[src/rtl/tcm_dport_arbiter.sv]
// tcm_dport_arbiter: round-robin arbiter sharing one TCM data port between the core (0) and the loader (1)
module tcm_dport_arbiter #(
    parameter int DEPTH = 4
) (
    input  logic        clk,
    input  logic        rst,
    input  logic [31:0] m0_addr_i,
    input  logic [31:0] m0_data_wr_i,
    input  logic        m0_rd_i,
    input  logic [3:0]  m0_wr_i,
    input  logic [10:0] m0_req_tag_i,
    output logic        m0_accept_o,
    output logic        m0_ack_o,
    output logic        m0_error_o,
    output logic [31:0] m0_data_rd_o,
    output logic [10:0] m0_resp_tag_o,
    input  logic [31:0] m1_addr_i,
    input  logic [31:0] m1_data_wr_i,
    input  logic        m1_rd_i,
    input  logic [3:0]  m1_wr_i,
    input  logic [10:0] m1_req_tag_i,
    output logic        m1_accept_o,
    output logic        m1_ack_o,
    output logic        m1_error_o,
    output logic [31:0] m1_data_rd_o,
    output logic [10:0] m1_resp_tag_o,
    output logic [31:0] s_addr_o,
    output logic [31:0] s_data_wr_o,
    output logic        s_rd_o,
    output logic [3:0]  s_wr_o,
    output logic [10:0] s_req_tag_o,
    input  logic        s_accept_i,
    input  logic        s_ack_i,
    input  logic        s_error_i,
    input  logic [31:0] s_data_rd_i,
    input  logic [10:0] s_resp_tag_i,
    output logic        spurious_ack_o
);
    localparam int AW = (DEPTH > 1) ? $clog2(DEPTH) : 1;
    localparam logic [AW:0] CNT_FULL = (AW + 1)'(DEPTH);

    typedef enum logic [1:0] {IDLE, HOLD_0, HOLD_1} state_t;

    state_t          state_q, state_d;
    logic            last_q;
    logic [DEPTH-1:0] ids_q;
    logic [AW-1:0]   wr_q, rd_q;
    logic [AW:0]     cnt_q;
    logic            spur_q;
    logic            act0, act1, full, empty, gnt_v, gnt_id, xfer, pop, head;

    assign act0  = m0_rd_i | (|m0_wr_i);
    assign act1  = m1_rd_i | (|m1_wr_i);
    assign full  = cnt_q == CNT_FULL;
    assign empty = cnt_q == '0;
    assign xfer  = gnt_v & s_accept_i;
    assign head  = ids_q[rd_q];
    // Responses only pop while out of reset so outputs go quiet the moment rst falls
    assign pop   = rst & s_ack_i & ~empty;

    // Grant selection and FSM next state; a full ID FIFO freezes both
    always_comb begin
        gnt_v   = 1'b0;
        gnt_id  = 1'b0;
        state_d = state_q;
        if (rst && !full) begin
            case (state_q)
                IDLE: begin
                    gnt_v  = act0 | act1;
                    gnt_id = (act0 && act1) ? ~last_q : act1;
                    if (gnt_v && !s_accept_i) state_d = gnt_id ? HOLD_1 : HOLD_0;
                end
                HOLD_0: begin
                    gnt_v  = act0;
                    gnt_id = 1'b0;
                    if (!act0 || s_accept_i) state_d = IDLE;
                end
                HOLD_1: begin
                    gnt_v  = act1;
                    gnt_id = 1'b1;
                    if (!act1 || s_accept_i) state_d = IDLE;
                end
                default: state_d = IDLE;
            endcase
        end
    end

    assign m0_accept_o   = xfer & ~gnt_id;
    assign m1_accept_o   = xfer & gnt_id;
    assign s_addr_o      = !gnt_v ? '0 : gnt_id ? m1_addr_i    : m0_addr_i;
    assign s_data_wr_o   = !gnt_v ? '0 : gnt_id ? m1_data_wr_i : m0_data_wr_i;
    assign s_rd_o        = gnt_v & (gnt_id ? m1_rd_i : m0_rd_i);
    assign s_wr_o        = !gnt_v ? '0 : gnt_id ? m1_wr_i      : m0_wr_i;
    assign s_req_tag_o   = !gnt_v ? '0 : gnt_id ? m1_req_tag_i : m0_req_tag_i;

    assign m0_ack_o      = pop & ~head;
    assign m0_error_o    = m0_ack_o & s_error_i;
    assign m0_data_rd_o  = m0_ack_o ? s_data_rd_i : '0;
    assign m0_resp_tag_o = m0_ack_o ? s_resp_tag_i : '0;
    assign m1_ack_o      = pop & head;
    assign m1_error_o    = m1_ack_o & s_error_i;
    assign m1_data_rd_o  = m1_ack_o ? s_data_rd_i : '0;
    assign m1_resp_tag_o = m1_ack_o ? s_resp_tag_i : '0;
    assign spurious_ack_o = spur_q;

    // FSM, round-robin pointer, in-order ID FIFO and sticky spurious-ack flag
    always_ff @(posedge clk or negedge rst) begin
        if (!rst) begin
            state_q <= IDLE;
            last_q  <= 1'b1;
            ids_q   <= '0;
            wr_q    <= '0;
            rd_q    <= '0;
            cnt_q   <= '0;
            spur_q  <= 1'b0;
        end else begin
            state_q <= state_d;
            if (xfer) begin
                last_q      <= gnt_id;
                ids_q[wr_q] <= gnt_id;
                wr_q        <= wr_q + 1'b1;
            end
            if (pop) rd_q <= rd_q + 1'b1;
            cnt_q <= cnt_q + (AW + 1)'(xfer) - (AW + 1)'(pop);
            if (s_ack_i && empty) spur_q <= 1'b1;
        end
    end
endmodule

[config.mk]
export PLATFORM = sky130hd
export DESIGN_NAME = tcm_dport_arbiter
export DESIGN_NICKNAME = d
export VERILOG_FILES = /design/src/rtl/tcm_dport_arbiter.sv
export SDC_FILE = /design/constraint.sdc
export NUM_CORES = 1
export LEC_CHECK = 0
export ABC_AREA = 1
export CELL_PAD_IN_SITES_DETAIL_PLACEMENT = 1
export CELL_PAD_IN_SITES_GLOBAL_PLACEMENT = 2
export CORE_MARGIN = 1
export CORE_UTILIZATION = 12
export DETAILED_ROUTE_END_ITERATION = 10
export PLACE_DENSITY = 0.82
export REMOVE_ABC_BUFFERS = 1
export SYNTH_ARGS = -nofsm -noshare
export SYNTH_HDL_FRONTEND = slang
export SYNTH_SLANG_ARGS = --single-unit
[constraint.sdc]
create_clock -name clk -period 6.6 [get_ports clk]
set_input_delay 1.32 -clock clk [delete_from_list [all_inputs] [get_ports clk]]
set_output_delay 1.32 -clock clk [all_outputs]
set_load 0.02 [all_outputs]
==> flow_metrics.tcl <==
set metrics [dict create \
    hp-class "reg2reg" \
    p_seq_share_pct 8.0 \
    die_h_um 175 \
    cts_tree "built" \
    start_util_pct 12.2 \
    rsz0062_at_grt "false" \
    tns_ns 0 \
    clock_path_buffers 2 \
    drtIter0Drc 173 \
    hpwl_um 17400 \
    pre_cts_slack_ns 1.16 \
    ctsHoldBuffers 0 \
    setup_viol 0 \
    num_io_pins 381 \
    worst_slew_pin_slew_ns 0.883 \
    fp.dieArea_mm2 0.0307 \
    skew_ns 0.00751 \
    synth_warnings 0 \
    antenna_found_initial 0 \
    grt_max_degree 72 \
    grt.overflow.total 0 \
    grt_pass1_wl_um 30700 \
    fin_crit_sh_pct 81.3 \
    syn_area_mm2 0.00360 \
    place.port_buffers 380 \
    cp.arrival_ns 4.05 \
    cts_resized 0 \
    diodes 0 \
    dr.pass1.iters 4 \
    cp_data_required_time_ns 5.28 \
    rows 63 \
    wl_per_cell_um 14.3 \
    timing.final.crit_period_ns 5.37 \
    status "finished, final reports clean" \
    cts_setup_buffers 0 \
    wl_um 20800 \
    route.detailed.drc 0 \
    power.internal_mw 1.04 \
    synth-seq-cells 15 \
    clkPwrFrac_pct 5.4 \
    core_region_area_mm2 0.0296 \
    critPathCaptureType "output port" \
    drive_gt1_share_pct 7.79 \
    grt_pass1_vias 5437 \
    pwr_density_cell_mw_per_mm2 278 \
    p_leak_nw 3.63 \
    viasPerCell 3.80 \
    switching_share_pct 52.5 \
    nets 1282 \
    vias 5533 \
    yosysSeqAreaShare_pct 10.5 \
    drv_cap 0 \
    switchingPower_mw 1.15 \
    ir_worst_vdd_mv 0.106 \
    p_comb_share_pct 86.6 \
    syn_to_final_growth_pct 119 \
    crit_path_start_kind "primary input" \
    path_clk_slew_ns 0.04 \
    cts_buffers 3 \
    clock_tree.root_cell "clkbuf_16" \
    globalplace.congestion 0.834 \
    synth_cells 710 \
    antenna_left 0 \
    clkLatencyLatePin_ns 0.25 \
    fmax_ghz 0.186 \
    maxSlewHeadroom_pct 41.1 \
    path_max_fanout 22 \
    cts-htree-levels 1 \
    die_w_um 175 \
    avgSynthCellArea_um2 5.07 \
    hold_viol 0 \
    finalMaxSlewViolations 0 \
    track_usage_pct 12.5 \
    cts_sinks 15 \
    path_class "in2out" \
    fin_ws_ns 1.23 \
    synth.distinct_cells 26 \
]
registers in the layout, indices dropped and copies added (netlist names):
name	cells
ids_q	4
state_q	2
cnt_q	3
rd_q	2
spurious_ack_o	1
wr_q	2
last_q	1
power groups by stage:
stage	registers [mW]	clock network, mW	logic, mW
after floorplan	0.171	0	0.987
after global placement	0.175	0	1.90
after detailed placement	0.178	0	1.91
after CTS	0.177	0.122	1.92
after global routing	0.183	0.125	2.05
final	0.176	0.118	1.89
cell families (layout without fill, tap and decap cells):
group	Yosys count	count (layout)	synth area share, %
compound gates	88	88	12.4
buf+inv	199	555	25.6
fa+ha+maj	7	7	2.64
xor+xnor	4	4	0.973
flops	15	15	10.5
simple gates	397	397	48.0
worst paths after layout:
check,from,to,slack [ns],cells after the start
hold / removal,ids_q[3],ids_q[3],0.47,2
setup / recovery,rst,s_addr_o[6],1.23,8
min in group asynchronous,rst,cnt_q[1],1.45,2
max in group asynchronous,rst,last_q,4.90,2
hold reg to reg,ids_q[3],ids_q[3],0.47,2
setup reg to reg,state_q[0],cnt_q[2],3.89,10
layout by cell type (no fill, tap or decap), drive strengths merged, types with 4 or more instances in the layout:
master / count
dfrtp: 14
nor2: 187
nand3: 89
buf: 24
clkdlybuf4s50: 380
nand4: 4
nand2: 115
inv: 147
ha: 6
a21oi: 84
layout make-up:
class | count | area [um^2]
well taps | 390 | 488
clock buffers | 3 | 75.1
inverters | 147 | 552
repair buffers | 404 | 4060
flip-flops and latches | 15 | 377
fillers | 3688 | 21700
clock inverters | 1 | 5.00
multi-input cells | 496 | 2320
per-stage QoR:
step	utilization (%)	hold slack [ns]	cells	area, um^2	total power, mW
after floorplan	-	0.449	658	3230	1.16
after global placement	26.4	0.467	1452	7790	2.07
after detailed placement	26.4	0.475	1452	7790	2.09
after CTS	26.6	0.480	1456	7870	2.22
after global routing	26.6	0.504	1456	7870	2.36
final	26.6	0.474	1456	7870	2.19
Yosys cell counts:
cell | number | area [um^2]
buf_4 | 11 | 82.6
nor2_4 | 1 | 11.3
nand4_1 | 4 | 25.0
or2_1 | 1 | 6.26
xor2_1 | 3 | 26.3
nand2_2 | 2 | 12.5
ha_1 | 6 | 75.1
fa_1 | 1 | 20.0
inv_1 | 137 | 514
dfstp_2 | 1 | 26.3
buf_1 | 5 | 18.8
a21oi_2 | 1 | 8.76
dfrtp_1 | 14 | 350
nor2_1 | 147 | 552
nand3b_1 | 1 | 7.51
nor2_2 | 39 | 244
o21ai_0 | 1 | 5.00
o21ai_1 | 2 | 10.0
xnor2_1 | 1 | 8.76
a21oi_1 | 83 | 415
inv_2 | 10 | 37.5
buf_2 | 22 | 110
nand2_1 | 113 | 424
nand3_1 | 89 | 445
o21bai_1 | 1 | 7.51
buf_6 | 14 | 158
worst max-delay path: stages:
cell             delay (ns)
clkdlybuf4s50_1        0.49
buf_4                  0.25
nand2_2                0.17
nor2_4                 0.58
buf_4                  0.29
a21oi_1                0.08
nor2_1                 0.21
clkdlybuf4s50_1        0.63
metal layers:
layer	up-vias	part of all wire (%)	track usage [%]
met5	-	0	0
met4	0	1.9	3.15
met1	2532	41	14.9
li1	2841	-	-
met3	18	3.7	1.02
met2	142	53	23.9
Note: power is estimated with default switching activity, not from simulation.
